[config.mk]
export PLATFORM = sky130hd
export DESIGN_NAME = la_capture_ctrl_flat
export DESIGN_NICKNAME = d
export VERILOG_FILES = /design/src/rtl/la_capture_ctrl_pkg.sv /design/src/rtl/la_capture_ctrl_if.sv /design/src/rtl/la_capture_ctrl_trig.sv /design/src/rtl/la_capture_ctrl.sv /design/src/flat_wrapper.sv
export SDC_FILE = /design/constraint.sdc
export NUM_CORES = 1
export LEC_CHECK = 0
export CORE_ASPECT_RATIO = 1.1
export CORE_MARGIN = 2
export CORE_UTILIZATION = 40
export DETAILED_ROUTE_END_ITERATION = 10
export GPL_ROUTABILITY_DRIVEN = 0
export PLACE_DENSITY_LB_ADDON = 0.25
export SLEW_MARGIN = 25
export SYNTH_ARGS = -nofsm -noshare
export SYNTH_HDL_FRONTEND = slang
export SYNTH_HIERARCHICAL = 1
export SYNTH_SLANG_ARGS = --single-unit
[constraint.sdc]
create_clock -name clk -period 6.85 [get_ports clk]
set_input_delay 0.685 -clock clk [delete_from_list [all_inputs] [get_ports clk]]
set_output_delay 0.685 -clock clk [all_outputs]
set_load 0.005 [all_outputs]
[src/rtl/la_capture_ctrl_pkg.sv]
// Shared definitions for the logic-analyser capture front-end and its streamer.
// Contents: default sample/address widths, capture FSM state encodings and the
// sync bytes that frame a streamed buffer.
package la_capture_ctrl_pkg;

   localparam int LA_DATA_WIDTH = 8;
   localparam int LA_ADDR_WIDTH = 11;

   localparam logic [2:0] S_IDLE      = 3'd0;
   localparam logic [2:0] S_PRE       = 3'd1;
   localparam logic [2:0] S_WAIT_TRIG = 3'd2;
   localparam logic [2:0] S_POST      = 3'd3;
   localparam logic [2:0] S_STREAM    = 3'd4;

   localparam logic [7:0] LA_SYNC_BYTE_0 = 8'h55;
   localparam logic [7:0] LA_SYNC_BYTE_1 = 8'hAA;

endpackage

[src/rtl/la_capture_ctrl_if.sv]
// Sample-BRAM write port plus the capture/streamer handshake.
//   wr_en, wr_addr, wr_data : BRAM write port driven by the capture controller
//   stream_start            : held high while the streamer owns the buffer
//   stream_done             : one-cycle pulse from the streamer when finished
// master = capture controller, slave = BRAM / streamer side.
interface la_capture_ctrl_if #(
   parameter int DW = 8,
   parameter int AW = 11
);
   logic          wr_en;
   logic [AW-1:0] wr_addr;
   logic [DW-1:0] wr_data;
   logic          stream_start;
   logic          stream_done;

   modport master (
      output wr_en, wr_addr, wr_data, stream_start,
      input  stream_done
   );

   modport slave (
      input  wr_en, wr_addr, wr_data, stream_start,
      output stream_done
   );
endinterface

[src/rtl/la_capture_ctrl_trig.sv]
// la_trigger_match: combinational mask/value/edge trigger evaluation for one sample.
//   din_i        : current sample
//   prev_i       : previous captured sample, valid only when prev_valid_i
//   mask_i       : 1 = bit participates
//   value_i      : required level, or target value after a transition
//   edge_i       : 1 = bit is edge-qualified
//   hit_o        : every masked bit satisfied (mask==0 always hits)
module la_trigger_match #(
   parameter int DW = 8
) (
   input  logic [DW-1:0] din_i,
   input  logic [DW-1:0] prev_i,
   input  logic          prev_valid_i,
   input  logic [DW-1:0] mask_i,
   input  logic [DW-1:0] value_i,
   input  logic [DW-1:0] edge_i,
   output logic          hit_o
);
   logic [DW-1:0] level_ok;
   logic [DW-1:0] moved;
   logic [DW-1:0] bit_ok;

   assign level_ok = din_i ~^ value_i;
   // A transition needs a real previous sample that differed from the target.
   assign moved    = {DW{prev_valid_i}} & (prev_i ^ value_i);
   assign bit_ok   = ~mask_i | (level_ok & (~edge_i | moved));
   assign hit_o    = &bit_ok;
endmodule

[src/rtl/la_capture_ctrl.sv]
// la_capture_ctrl: capture front-end of the logic analyser.
// Arms on command, writes sampled words into the sample BRAM as a circular
// buffer, keeps pretrig_len samples of history, waits for the trigger, fills
// the remainder of the buffer and then hands it to the streamer.
//   clk, rst            : system clock, async active-high reset
//   arm_i, abort_i      : start capture from IDLE / drop back to IDLE
//   sample_en_i, din_i  : sample strobe and synchronised probe word
//   trig_*_i            : trigger mask/value/edge, latched on arm
//   pretrig_len_i       : pre-trigger history length, latched on arm
//   trigger_index_o     : buffer address of the trigger sample
//   capture_busy_o      : high in PRE, WAIT_TRIG, POST
//   triggered_o         : trigger seen since the last arm
//   bus                 : BRAM write port and stream handshake
//
// state     | meaning
// IDLE      | waiting for arm
// PRE       | filling pre-trigger history, trigger not evaluated
// WAIT_TRIG | writing freely around the ring, evaluating trigger
// POST      | filling the samples after the trigger
// STREAM    | buffer owned by the streamer until stream_done
module la_capture_ctrl
   import la_capture_ctrl_pkg::*;
#(
   parameter int DATA_WIDTH = LA_DATA_WIDTH,
   parameter int ADDR_WIDTH = LA_ADDR_WIDTH
) (
   input  logic                  clk,
   input  logic                  rst,
   input  logic                  arm_i,
   input  logic                  abort_i,
   input  logic                  sample_en_i,
   input  logic [DATA_WIDTH-1:0] din_i,
   input  logic [DATA_WIDTH-1:0] trig_mask_i,
   input  logic [DATA_WIDTH-1:0] trig_value_i,
   input  logic [DATA_WIDTH-1:0] trig_edge_i,
   input  logic [ADDR_WIDTH-1:0] pretrig_len_i,
   output logic [ADDR_WIDTH-1:0] trigger_index_o,
   output logic                  capture_busy_o,
   output logic                  triggered_o,
   la_capture_ctrl_if.master     bus
);
   localparam int DW = DATA_WIDTH;
   localparam int AW = ADDR_WIDTH;

   logic [2:0]    state_q,     state_d;
   logic [AW:0]   cnt_q,       cnt_d;
   logic [AW-1:0] ptr_q,       ptr_d;
   logic          wr_en_q,     wr_en_d;
   logic [AW-1:0] wr_addr_q,   wr_addr_d;
   logic [DW-1:0] wr_data_q,   wr_data_d;
   logic [AW-1:0] trig_idx_q,  trig_idx_d;
   logic          triggered_q, triggered_d;
   logic [DW-1:0] prev_q,      prev_d;
   logic          prev_vld_q,  prev_vld_d;
   logic [DW-1:0] mask_q,      mask_d;
   logic [DW-1:0] value_q,     value_d;
   logic [DW-1:0] edge_q,      edge_d;
   logic [AW-1:0] pre_q,       pre_d;

   logic          hit;
   logic          capture;
   logic          in_capture;
   logic [AW:0]   cnt_inc;
   logic [AW:0]   post_len;

   la_trigger_match #(.DW(DW)) u_match (
      .din_i        (din_i),
      .prev_i       (prev_q),
      .prev_valid_i (prev_vld_q),
      .mask_i       (mask_q),
      .value_i      (value_q),
      .edge_i       (edge_q),
      .hit_o        (hit)
   );

   assign cnt_inc    = cnt_q + {{AW{1'b0}}, 1'b1};
   // Samples after the trigger so that pre + trigger + post fills the buffer.
   assign post_len   = {1'b0, {AW{1'b1}}} - {1'b0, pre_q};
   assign in_capture = (state_q == S_PRE) || (state_q == S_WAIT_TRIG) || (state_q == S_POST);

   always_comb begin
      state_d     = state_q;
      cnt_d       = cnt_q;
      ptr_d       = ptr_q;
      wr_en_d     = 1'b0;
      wr_addr_d   = wr_addr_q;
      wr_data_d   = wr_data_q;
      trig_idx_d  = trig_idx_q;
      triggered_d = triggered_q;
      prev_d      = prev_q;
      prev_vld_d  = prev_vld_q;
      mask_d      = mask_q;
      value_d     = value_q;
      edge_d      = edge_q;
      pre_d       = pre_q;
      capture     = 1'b0;

      case (state_q)
         S_IDLE: begin
            if (arm_i && !abort_i) begin
               mask_d      = trig_mask_i;
               value_d     = trig_value_i;
               edge_d      = trig_edge_i;
               pre_d       = pretrig_len_i;
               cnt_d       = '0;
               ptr_d       = '0;
               triggered_d = 1'b0;
               prev_vld_d  = 1'b0;
               state_d     = (pretrig_len_i == '0) ? S_WAIT_TRIG : S_PRE;
            end
         end
         S_PRE: begin
            if (sample_en_i) begin
               capture = 1'b1;
               cnt_d   = cnt_inc;
               if (cnt_inc == {1'b0, pre_q}) state_d = S_WAIT_TRIG;
            end
         end
         S_WAIT_TRIG: begin
            if (sample_en_i) begin
               capture = 1'b1;
               if (hit) begin
                  trig_idx_d  = ptr_q;
                  triggered_d = 1'b1;
                  cnt_d       = '0;
                  state_d     = (post_len == '0) ? S_STREAM : S_POST;
               end
            end
         end
         S_POST: begin
            if (sample_en_i) begin
               capture = 1'b1;
               cnt_d   = cnt_inc;
               if (cnt_inc == post_len) state_d = S_STREAM;
            end
         end
         S_STREAM: begin
            if (bus.stream_done) state_d = S_IDLE;
         end
         default: state_d = S_IDLE;
      endcase

      if (capture) begin
         wr_en_d    = 1'b1;
         wr_addr_d  = ptr_q;
         wr_data_d  = din_i;
         ptr_d      = ptr_q + {{(AW-1){1'b0}}, 1'b1};
         prev_d     = din_i;
         prev_vld_d = 1'b1;
      end

      // The sample taken in the abort cycle is still written; only the state unwinds.
      if (abort_i && in_capture) state_d = S_IDLE;
   end

   always_ff @(posedge clk or posedge rst) begin
      if (rst) begin
         state_q     <= S_IDLE;
         cnt_q       <= '0;
         ptr_q       <= '0;
         wr_en_q     <= 1'b0;
         wr_addr_q   <= '0;
         wr_data_q   <= '0;
         trig_idx_q  <= '0;
         triggered_q <= 1'b0;
         prev_q      <= '0;
         prev_vld_q  <= 1'b0;
         mask_q      <= '0;
         value_q     <= '0;
         edge_q      <= '0;
         pre_q       <= '0;
      end else begin
         state_q     <= state_d;
         cnt_q       <= cnt_d;
         ptr_q       <= ptr_d;
         wr_en_q     <= wr_en_d;
         wr_addr_q   <= wr_addr_d;
         wr_data_q   <= wr_data_d;
         trig_idx_q  <= trig_idx_d;
         triggered_q <= triggered_d;
         prev_q      <= prev_d;
         prev_vld_q  <= prev_vld_d;
         mask_q      <= mask_d;
         value_q     <= value_d;
         edge_q      <= edge_d;
         pre_q       <= pre_d;
      end
   end

   assign bus.wr_en        = wr_en_q;
   assign bus.wr_addr      = wr_addr_q;
   assign bus.wr_data      = wr_data_q;
   assign bus.stream_start = (state_q == S_STREAM);
   assign trigger_index_o  = trig_idx_q;
   assign capture_busy_o   = in_capture;
   assign triggered_o      = triggered_q;
endmodule
[src/flat_wrapper.sv]
// flat-port wrapper written by rule: the top's interface ports become plain ports
module la_capture_ctrl_flat import la_capture_ctrl_pkg::*;
#(
   parameter int DATA_WIDTH = LA_DATA_WIDTH,
   parameter int ADDR_WIDTH = LA_ADDR_WIDTH
)
  (clk, rst, arm_i, abort_i, sample_en_i, din_i, trig_mask_i, trig_value_i, trig_edge_i, pretrig_len_i, trigger_index_o, capture_busy_o, triggered_o, bus_wr_en, bus_wr_addr, bus_wr_data, bus_stream_start, bus_stream_done);
  la_capture_ctrl_if bus_i ();
  input  logic clk;
  input  logic rst;
  input  logic arm_i;
  input  logic abort_i;
  input  logic sample_en_i;
  input  logic [DATA_WIDTH-1:0] din_i;
  input  logic [DATA_WIDTH-1:0] trig_mask_i;
  input  logic [DATA_WIDTH-1:0] trig_value_i;
  input  logic [DATA_WIDTH-1:0] trig_edge_i;
  input  logic [ADDR_WIDTH-1:0] pretrig_len_i;
  output logic [ADDR_WIDTH-1:0] trigger_index_o;
  output logic capture_busy_o;
  output logic triggered_o;
  output wire logic [$bits(bus_i.wr_en)-1:0] bus_wr_en;
  output wire logic [$bits(bus_i.wr_addr)-1:0] bus_wr_addr;
  output wire logic [$bits(bus_i.wr_data)-1:0] bus_wr_data;
  output wire logic [$bits(bus_i.stream_start)-1:0] bus_stream_start;
  input wire logic [$bits(bus_i.stream_done)-1:0] bus_stream_done;
  assign bus_wr_en = bus_i.wr_en;
  assign bus_wr_addr = bus_i.wr_addr;
  assign bus_wr_data = bus_i.wr_data;
  assign bus_stream_start = bus_i.stream_start;
  assign bus_i.stream_done = bus_stream_done;
  la_capture_ctrl #(.DATA_WIDTH(DATA_WIDTH), .ADDR_WIDTH(ADDR_WIDTH)) u_core (.clk(clk), .rst(rst), .arm_i(arm_i), .abort_i(abort_i), .sample_en_i(sample_en_i), .din_i(din_i), .trig_mask_i(trig_mask_i), .trig_value_i(trig_value_i), .trig_edge_i(trig_edge_i), .pretrig_len_i(pretrig_len_i), .trigger_index_o(trigger_index_o), .capture_busy_o(capture_busy_o), .triggered_o(triggered_o), .bus(bus_i));
endmodule
# ---- Yosys cells after proc, flatten, opt, wreduce, memory -nomap -nowiden
# Cells that the tools add are included.
dict set report word_totals {
  mem_bits_rw 0
  mem_count 0
  mem_bits_ro 0
  inputBits 49
  elab_cells 92
  output_inout_bits 34
  latchBits 0
  reg_bits 94
}
dict set report classes {
  div_mod_pow 0
  mux 29
  n_mul 0
  addsub 3
  eq_ne 18
  magnitude_cmp 0
  n_bitwise 8
  n_shift 0
  reduce_logical 21
}
# cell count
set op_table {}
lappend op_table {{2-to-1 mux 12 bit} 4}
lappend op_table {{case mux 12 bit (3 select lines)} 1}
lappend op_table {{2-to-1 mux 11 bit} 3}
lappend op_table {{2-to-1 mux 3 bit} 10}
lappend op_table {{bitwise AND 8 bit} 2}
lappend op_table {{NOT 8 bit} 2}
lappend op_table {{OR 8 bit} 2}
lappend op_table {{AND reduction 8 bit} 2}
lappend op_table {{!= test 3 bit, second input constant} 5}
lappend op_table {{case mux 3 bit (5 select lines)} 1}
lappend op_table {{adder 12 x 1 -> 12 bit, second input constant} 1}
lappend op_table {{== test 12 x 11 -> 1 bit} 1}
lappend op_table {{== test 12 bit} 1}
lappend op_table {{zero test 12 bit} 1}
lappend op_table {{subtractor 11 x 11 -> 12 bit, first input constant} 1}
lappend op_table {{adder 11 x 1 -> 11 bit, second input constant} 1}
lappend op_table {{zero test 11 bit} 1}
lappend op_table {{AND reduction 10 bit} 1}
lappend op_table {{2-to-1 mux 1 bit} 8}
lappend op_table {{bitwise XNOR 8 bit} 1}
lappend op_table {{XOR 8 bit} 1}
lappend op_table {{== test 3 x 2 -> 1 bit, second input constant} 2}
lappend op_table {{!= test 2 x 1 -> 1 bit, second input constant} 3}
lappend op_table {{!= test 3 x 1 -> 1 bit, second input constant} 2}
lappend op_table {{17 further kinds} 22}

# ---- Logic depth before layout (Yosys ltp)
# Gate-level depths: netlist of the first run.
dict set report logic_depth {
  word_depth 10
  mapped_depth 11
}

# ---- Hierarchy
# Netlist of the first run, hierarchy kept.
# module n_inst area_per_inst_um2 cells_each
set modules_own_cells {}
lappend modules_own_cells {la_capture_ctrl 1 4555.6 489}
lappend modules_own_cells {la_trigger_match 1 325.3 45}

# ---- Least setup slack after synthesis of the first run
# No wires, ideal clock.
dict set report synth_timing {
  path_type {input-to-reg}
  start {input port din_i[4]}
  end {register u_core.cnt_q[6]}
  path_slack_ns 4.298
  stages 11
  setup_ns 0.132
  path_buffers 1
  arrival_time_ns 2.420
  required_time_ns 6.718
  cell_sequence {or3b_1 > a21oi_1 > o22ai_1 > and4bb_1 > a21o_1 > a32oi_1 > or2_2 > clkbuf_1 > a21o_1 > nand2_1 > o31ai_1}
}
dict set report synth_via {
  elab_chain_cells 6
}
# item line_no
set synth_rtl {}
lappend synth_rtl {{from (decl)} flat_wrapper.sv:14} ;# input logic [DATA_WIDTH-1:0] din_i;
lappend synth_rtl {{bitwise XNOR 8 bit} la_capture_ctrl_trig.sv:23} ;# assign level_ok = din_i ~^ value_i;
lappend synth_rtl {{bitwise AND 8 bit} la_capture_ctrl_trig.sv:26} ;# assign bit_ok = ~mask_i | (level_ok & (~edge_i | moved));
lappend synth_rtl {{OR 8 bit} la_capture_ctrl_trig.sv:26}
lappend synth_rtl {{AND reduction 8 bit} la_capture_ctrl_trig.sv:27} ;# assign hit_o = &bit_ok;
lappend synth_rtl {{via u_core.hit} la_capture_ctrl.sv:60} ;# logic hit;
lappend synth_rtl {{!= test 2 x 1 -> 1 bit (no source line)} n/a}
lappend synth_rtl {{AND reduction 5 bit (no source line)} n/a}
lappend synth_rtl {{to (signal assigned)} la_capture_ctrl.sv:174} ;# cnt_q <= cnt_d;
lappend synth_rtl {{to (decl)} la_capture_ctrl.sv:46} ;# logic [AW:0] cnt_q, cnt_d;
# The timed path passes the listed nets, and every way through them passes these cells.
# A chain may end at the register's enable or synchronous reset.

# ---- Worst setup path in the final report of the first run
dict set report layout_timing {
  start {input port din_i[6]}
  end {register u_core.trig_idx_q[1] (netlist: u_core/trigger_index_o[1])}
}
dict set report layout_via {
  elab_chain_cells 4
}
# item line_no
set layout_rtl {}
lappend layout_rtl {{bitwise XNOR 8 bit} la_capture_ctrl_trig.sv:23}
lappend layout_rtl {{bitwise AND 8 bit} la_capture_ctrl_trig.sv:26}
lappend layout_rtl {{OR 8 bit} la_capture_ctrl_trig.sv:26}
lappend layout_rtl {{AND reduction 10 bit (no source line)} n/a}
lappend layout_rtl {{to (signal assigned)} la_capture_ctrl.sv:179} ;# trig_idx_q <= trig_idx_d;
lappend layout_rtl {{to (decl)} la_capture_ctrl.sv:51} ;# logic [AW-1:0] trig_idx_q, trig_idx_d;
# Every way passes these cells.

==> flow_summary.ini, run 1 <==
[clocking]
clock_sinks = 94
numCtsBuffers = 9
clkTransAtPathRegs_ns = 0.07
cts_tree = built
cts-root-buf = clkbuf_16
clkLatencyLatePin_ns = 0.34
cts.path.max_buffers = 2
cts.repair.resized = 0
post-cts-setup-buffers = 0
htree_num_levels = 3
cts_hold_buf = 0

[floorplanning]
ios = 83
die_area_mm2 = 0.0131
fp.dieW_um = 109
start_util_pct = 40.7
die_h_um = 120
fp.coreArea_mm2 = 0.0120
placementRows = 42

[power_and_ir_drop]
internal-power_w = 0.00141
seq_power_share_pct = 41.9
p_leak_nw = 2.83
switching_share_pct = 35.2
power_frac_comb_pct = 32.2
power.switching_w = 0.000767
pwr_density_cell_mw_per_mm2 = 354
peakVddDrop_mv = 0.180
clockPowerShare_pct = 25.9

[setup_path]
start_kind = input port
worstPathArrival_ns = 3.33
cp.required_ns = 7.08
crit_chain = clkdlybuf4s50_1 -> nor3b_1 -> o21ai_0 -> a222oi_1 -> and4bb_1 -> nand2_1 -> nor3_2 -> mux2_2
crit_slowest_cell = nor3_2
worst_path_largest_cell_delay_ns = 0.65
endpoint_kind = register
ff2ff_path_depth = 7
cp_max_fo = 12
crit_type = input port to register

[synthesis]
synth_edf_count = 0
syn_inst = 534
synth_top_area_share_pct = 48.2
synth_cell_types = 71
synth_ff_type = dfrtp_1
syn_nets = 585
synth_area_mm2 = 0.00488
yosysWarnings = 6
synth-seq-cells = 94
synth.area.top_cells = dfrtp_1 (48%), nand2_1 (14%), mux2_2 (2.8%)
avgSynthCellArea_um2 = 9.14
async_reset_ff_share_pct = 100
synth.most_common_cell = nand2_1
yosys.area.top_type = dfrtp_1
ys_seq_area_share_pct = 48.2
synthTopCellsByCount = nand2_1 (186), dfrtp_1 (94), o21ai_0 (26), clkbuf_1 (14)

[detailed_routing]
totalWireLength_um = 11900
drtIter0Drc = 230
drc = 0
dr.pass1.iters = 4
route.vias.total = 4023
wl_per_cell_um = 15.5
viasPerCell = 5.27
antenna_left = 0

[placement]
dpl_cell_area_mm2 = 0.00580
port_buffers = 82
dp_cells = 748
dp_hpwl_um = 8240

[sta]
finalSetupViolCount = 0
finalCriticalPeriod_ns = 3.11
max_freq_mhz = 322
finalMaxSlewViolations = 0
finalCritPeriodShare_pct = 45.4
hold_viol = 0
fin_setup_tns_ns = 0
relSlewSlack_pct = 43.5
worst_slew_pin_slew_ns = 0.843
rsz0062_at_grt = no
finalClockSkew_ns = 0.00742

[layout]
fin_util_pct = 51.3
fin_area_mm2 = 0.00614
antennaDiodeCount = 0
drive_gt1_share_pct = 10.0
fillers = 1091
multi_input_area_mm2 = 0.00237
area_delta_synth_final_pct = 25.8
seq_area_mm2 = 0.00235
nNetsFinal = 656
fin_cells = 764

[global_route]
antenna_found_initial = 0
grtUsageTotal_pct = 19.2
grt_pass1_vias = 4018
grt_pass1_wl_um = 19700
grt_remaining_overflow = 0
grt_max_degree = 54

[outcome]
status = finished, final reports clean

[min_path]
hold_path_class = register to register
whs_path_depth = 2

[run]
maxCapViolations = 0
## cells by family (layout without fill, tap and decap cells)
| kind of cell | Yosys count | in the layout | share of synthesized area (%) |
|---|---|---|---|
| multiplexers | 14 | 14 | 3.18 |
| AO/OA/AOI/OAI | 91 | 91 | 13.2 |
| flip-flops | 94 | 94 | 48.2 |
| adder cells (fa/ha/maj) | 2 | 2 | 0.513 |
| XOR/XNOR | 27 | 27 | 5.00 |
| buffers and inverters | 35 | 111 | 3.44 |
| AND/OR/NAND/NOR | 271 | 271 | 26.5 |
## power by group through the flow
stage	clock [W]	combinational, W	sequential, W
finish	0.000564	0.000701	0.000911
global route	0.000600	0.000791	0.000936
CTS	0.000577	0.000708	0.000910
detailed placement	0	0.000703	0.000917
global placement	0	0.000687	0.000912
floorplan	0	0.000521	0.000831
## state kept, by name (all words and copies together) (netlist names)
name,count
u_core/prev_vld_q,1
u_core/pre_q,11
u_core/bus.wr_en,1
u_core/mask_q,8
u_core/edge_q,8
u_core/trigger_index_o,11
u_core/ptr_q,11
u_core/bus.wr_addr,11
u_core/value_q,8
u_core/cnt_q,12
u_core/prev_q,8
u_core/state_q,3
u_core/triggered_o,1
## metrics by stage
| step | setup WS, ns | power [W] | hold WS, ns |
|---|---|---|---|
| 5_1_grt | 3.54 | 0.00233 | 0.499 |
| 3_5_place_dp | 3.34 | 0.00162 | 0.462 |
| 3_3_place_gp | 3.37 | 0.00160 | 0.461 |
| 4_1_cts | 3.70 | 0.00220 | 0.479 |
| 6_report | 3.74 | 0.00218 | 0.472 |
| 2_1_floorplan | 3.72 | 0.00135 | 0.439 |
## cell type report
class / instances / share of cell area [%]
clock buffer: 9 / 3.67
inverter: 9 / 0.570
tap: 154 / 3.14
timing repair buffer: 86 / 13.9
multi-input combinational: 405 / 38.6
sequential: 94 / 38.3
clock inverter: 7 / 1.83
## placed cells by master, fill, tap and decap left out, drive strengths merged, types with 2 or more instances in the layout
master	instances
and3b	3
clkinv	4
o31ai	11
nand4	8
mux2i	2
nor3	6
and3	6
nand3b	4
clkbuf	9
nand2	188
nor2	15
nand2b	3
nor2b	5
o211ai	4
nor4	4
dfrtp	94
a31oi	2
nand3	13
o32ai	2
o21ai	29
clkdlybuf4s50	82
xor2	13
bufinv	3
nor3b	4
o21a	6
inv	8
ha	2
or3b	5
a21oi	13
o22ai	3
and2	2
a21o	7
buf	4
mux2	12
xnor2	14
## critical path, delay by kind of cell
family                 cells  cell delay (ns)
AND/OR/NAND/NOR            4             1.28
AO/OA/AOI/OAI              2             0.50
buffers and inverters      1             0.46
multiplexers               1             0.41
## final timing paths
check                                 startpoint                   endpoint  slack, ns
setup reg to reg               u_core/value_q[6]  u_core/trigger_index_o[1]       4.16
setup / recovery                        din_i[6]  u_core/trigger_index_o[1]       3.74
max in group asynchronous                    rst      u_core/bus.wr_addr[9]       4.91
hold / removal             u_core/bus.wr_addr[7]      u_core/bus.wr_addr[7]       0.47
hold reg to reg            u_core/bus.wr_addr[7]      u_core/bus.wr_addr[7]       0.47
min in group asynchronous                    rst            u_core/pre_q[3]       0.79
## layer usage
layer / routed length (µm) / vias to the layer above / track usage (%)
met1: 5300 / 1961 / 25.6
met2: 5910 / 99 / 31.1
met4: 182 / 0 / 6.65
met5: 0 / - / 0
li1: - / 1952 / -
met3: 474 / 11 / 3.64
Power figures use the tool's default switching activity.
==> run 2: changes to the inputs <==
==> constraint.sdc (replaced) <==
create_clock -name clk -period 2.83 [get_ports clk]
set_input_delay 0.283 -clock clk [delete_from_list [all_inputs] [get_ports clk]]
set_output_delay 0.283 -clock clk [all_outputs]
set_load 0.005 [all_outputs]
==> flow_summary.ini, run 2 (same netlist as run 1, synthesis figures left out) <==
[outcome]
status = finished, final reports clean

[setup_path]
crit_top_cell = o21a_1
crit_chain = clkdlybuf4s50_1 -> xor2_1 -> o21a_1 -> a222oi_1 -> and4bb_1 -> a21o_1 -> o21a_1 -> o32ai_2 -> nor4_2 -> o22ai_1 -> a31o_1 -> a31oi_1
cp_max_fo = 4
worst_path_largest_cell_delay_ns = 0.47
start_kind = input port
rrSetupSlack_ns = 0.15
endpoint_kind = register
crit_type = input port to register
crit_family = compound AO/OA/AOI/OAI gates
worst-path-buf-inv = 1
cp.required_ns = 3.09
worstPathArrival_ns = 2.96
crit_slowest_cell = clkdlybuf4s50_1

[sta]
hold_viol = 0
finalCriticalPeriod_ns = 2.70
finalClockSkew_ns = 0.0114
finalSetupViolCount = 0
finalMaxSlewViolations = 0
relSlewSlack_pct = 49.6
max_freq_mhz = 370
rsz0062_at_grt = no
finalCritPeriodShare_pct = 95.5
worst_slew_pin_slew_ns = 0.756

[layout]
nNetsFinal = 665
layout_commonest_cell = nand2_1
fillers = 1120
drive_gt1_share_pct = 11.3
fin_cells = 773
fin_util_pct = 51.7
antennaDiodeCount = 0
layout_common_cells = nand2_1 (186), dfrtp_1 (94), clkdlybuf4s50_1 (82), o21ai_0 (26)
area_delta_synth_final_pct = 27.0
regMostFlops = u_core/cnt_q
largest_reg_flops = 12
seq_area_mm2 = 0.00235
multi_input_area_mm2 = 0.00237

[detailed_routing]
drtIter0Drc = 229
drc = 0
viasPerCell = 5.26
top_layer = met4
antenna_left = 0
dr.pass1.iters = 6
route.vias.total = 4064
totalWireLength_um = 11900
wl_met1_um = 5300
wl_per_cell_um = 15.3
route.met3.wl_um = 519
wl_met2_um = 5870

[run]
maxCapViolations = 0

[min_path]
hold_path_class = input port to async pin

[floorplanning]
fp.dieW_um = 109
placementRows = 42
die_h_um = 120
fp.coreArea_mm2 = 0.0120
die_area_mm2 = 0.0131
ios = 83
start_util_pct = 40.7

[clocking]
cts-root-buf = clkbuf_16
post-cts-setup-buffers = 0
cts_hold_buf = 0
cts.path.max_buffers = 2
cts.repair.resized = 0
clock_sinks = 94
cts_tree = built
clkLatencyLatePin_ns = 0.35
htree_num_levels = 3
numCtsBuffers = 9
clkTransAtPathRegs_ns = 0.07

[placement]
dp_cells = 757
port_buffers = 82
dp_hpwl_um = 8450

[global_route]
grt_pass1_vias = 4150
grt_max_degree = 41
grtUsageTotal_pct = 19.6
grt_remaining_overflow = 0
antenna_found_initial = 0
grt_pass1_wl_um = 20200

[power_and_ir_drop]
internal-power_w = 0.00330
clockPowerShare_pct = 23.7
seq_power_share_pct = 41.3
power_frac_comb_pct = 34.9
p_leak_nw = 2.87
power.switching_w = 0.00188
peakVddDrop_mv = 0.461
switching_share_pct = 36.2
pwr_density_cell_mw_per_mm2 = 836
==> run 2: metal layers <==
layer	vias up	track usage (%)
met2	108	31.8
met5	-	0
met3	15	4.07
met1	1963	26.3
met4	0	5.70
li1	1978	-
==> run 2: area by class of cell <==
cell class | count | share of cell area, %
clock buffer | 9 | 3.63
clock inverter | 7 | 1.27
inverter | 9 | 0.565
multi-input combinational | 405 | 38.3
sequential | 94 | 37.9
tap | 154 | 3.11
timing repair buffer | 95 | 15.2
==> run 2: worst register-to-register path, stage by stage (launching register included) <==
cell,delay (ns)
dfrtp_1,0.42
xor2_1,0.16
o21a_1,0.18
a222oi_1,0.36
and4bb_1,0.30
a21o_1,0.16
o21a_1,0.14
o32ai_2,0.11
nor4_2,0.28
o22ai_1,0.13
a31o_1,0.21
a31oi_1,0.15
==> run 2: metrics by stage <==
stage	hold slack (ns)	setup slack (ns)	total power [W]	cell area (µm²)	TNS, ns
6_report	0.367	0.128	0.00518	6200	0
5_1_grt	0.428	0.0185	0.00557	6200	0
4_1_cts	0.389	0.178	0.00523	6200	0
3_5_place_dp	0.462	-0.133	0.00397	5900	-0.174
3_3_place_gp	0.459	-0.0694	0.00393	5900	-0.111
2_1_floorplan	0.358	0.0983	0.00327	4880	0
==> run 2: final timing paths <==
path	from	end	cells after the start
setup / recovery	din_i[6]	u_core/state_q[1]	12
hold / removal	rst	u_core/pre_q[2]	2
setup reg to reg	u_core/value_q[6]	u_core/state_q[1]	11
hold reg to reg	u_core/bus.wr_addr[9]	u_core/bus.wr_addr[9]	2
max in group asynchronous	rst	u_core/bus.wr_addr[8]	3
min in group clk	trig_edge_i[6]	u_core/edge_q[6]	3
==> run 2: power groups by stage <==
stage	sequential, W	clock [W]	combinational (W)
after floorplan	0.00201	0	0.00126
after global placement	0.00215	0	0.00178
after detailed placement	0.00216	0	0.00180
after CTS	0.00214	0.00126	0.00182
after global routing	0.00221	0.00133	0.00204
final	0.00214	0.00123	0.00181
==> run 3: changes to the inputs <==
--- a/config.mk
+++ b/config.mk
@@ -11,7 +11,7 @@
 export DETAILED_ROUTE_END_ITERATION = 10
 export GPL_ROUTABILITY_DRIVEN = 0
 export PLACE_DENSITY_LB_ADDON = 0.25
-export SLEW_MARGIN = 25
+export SLEW_MARGIN = 20
 export SYNTH_ARGS = -nofsm -noshare
 export SYNTH_HDL_FRONTEND = slang
 export SYNTH_HIERARCHICAL = 1
==> results of run 3 <==
The final DEF is identical to that of run 2; final timing and power are the same.
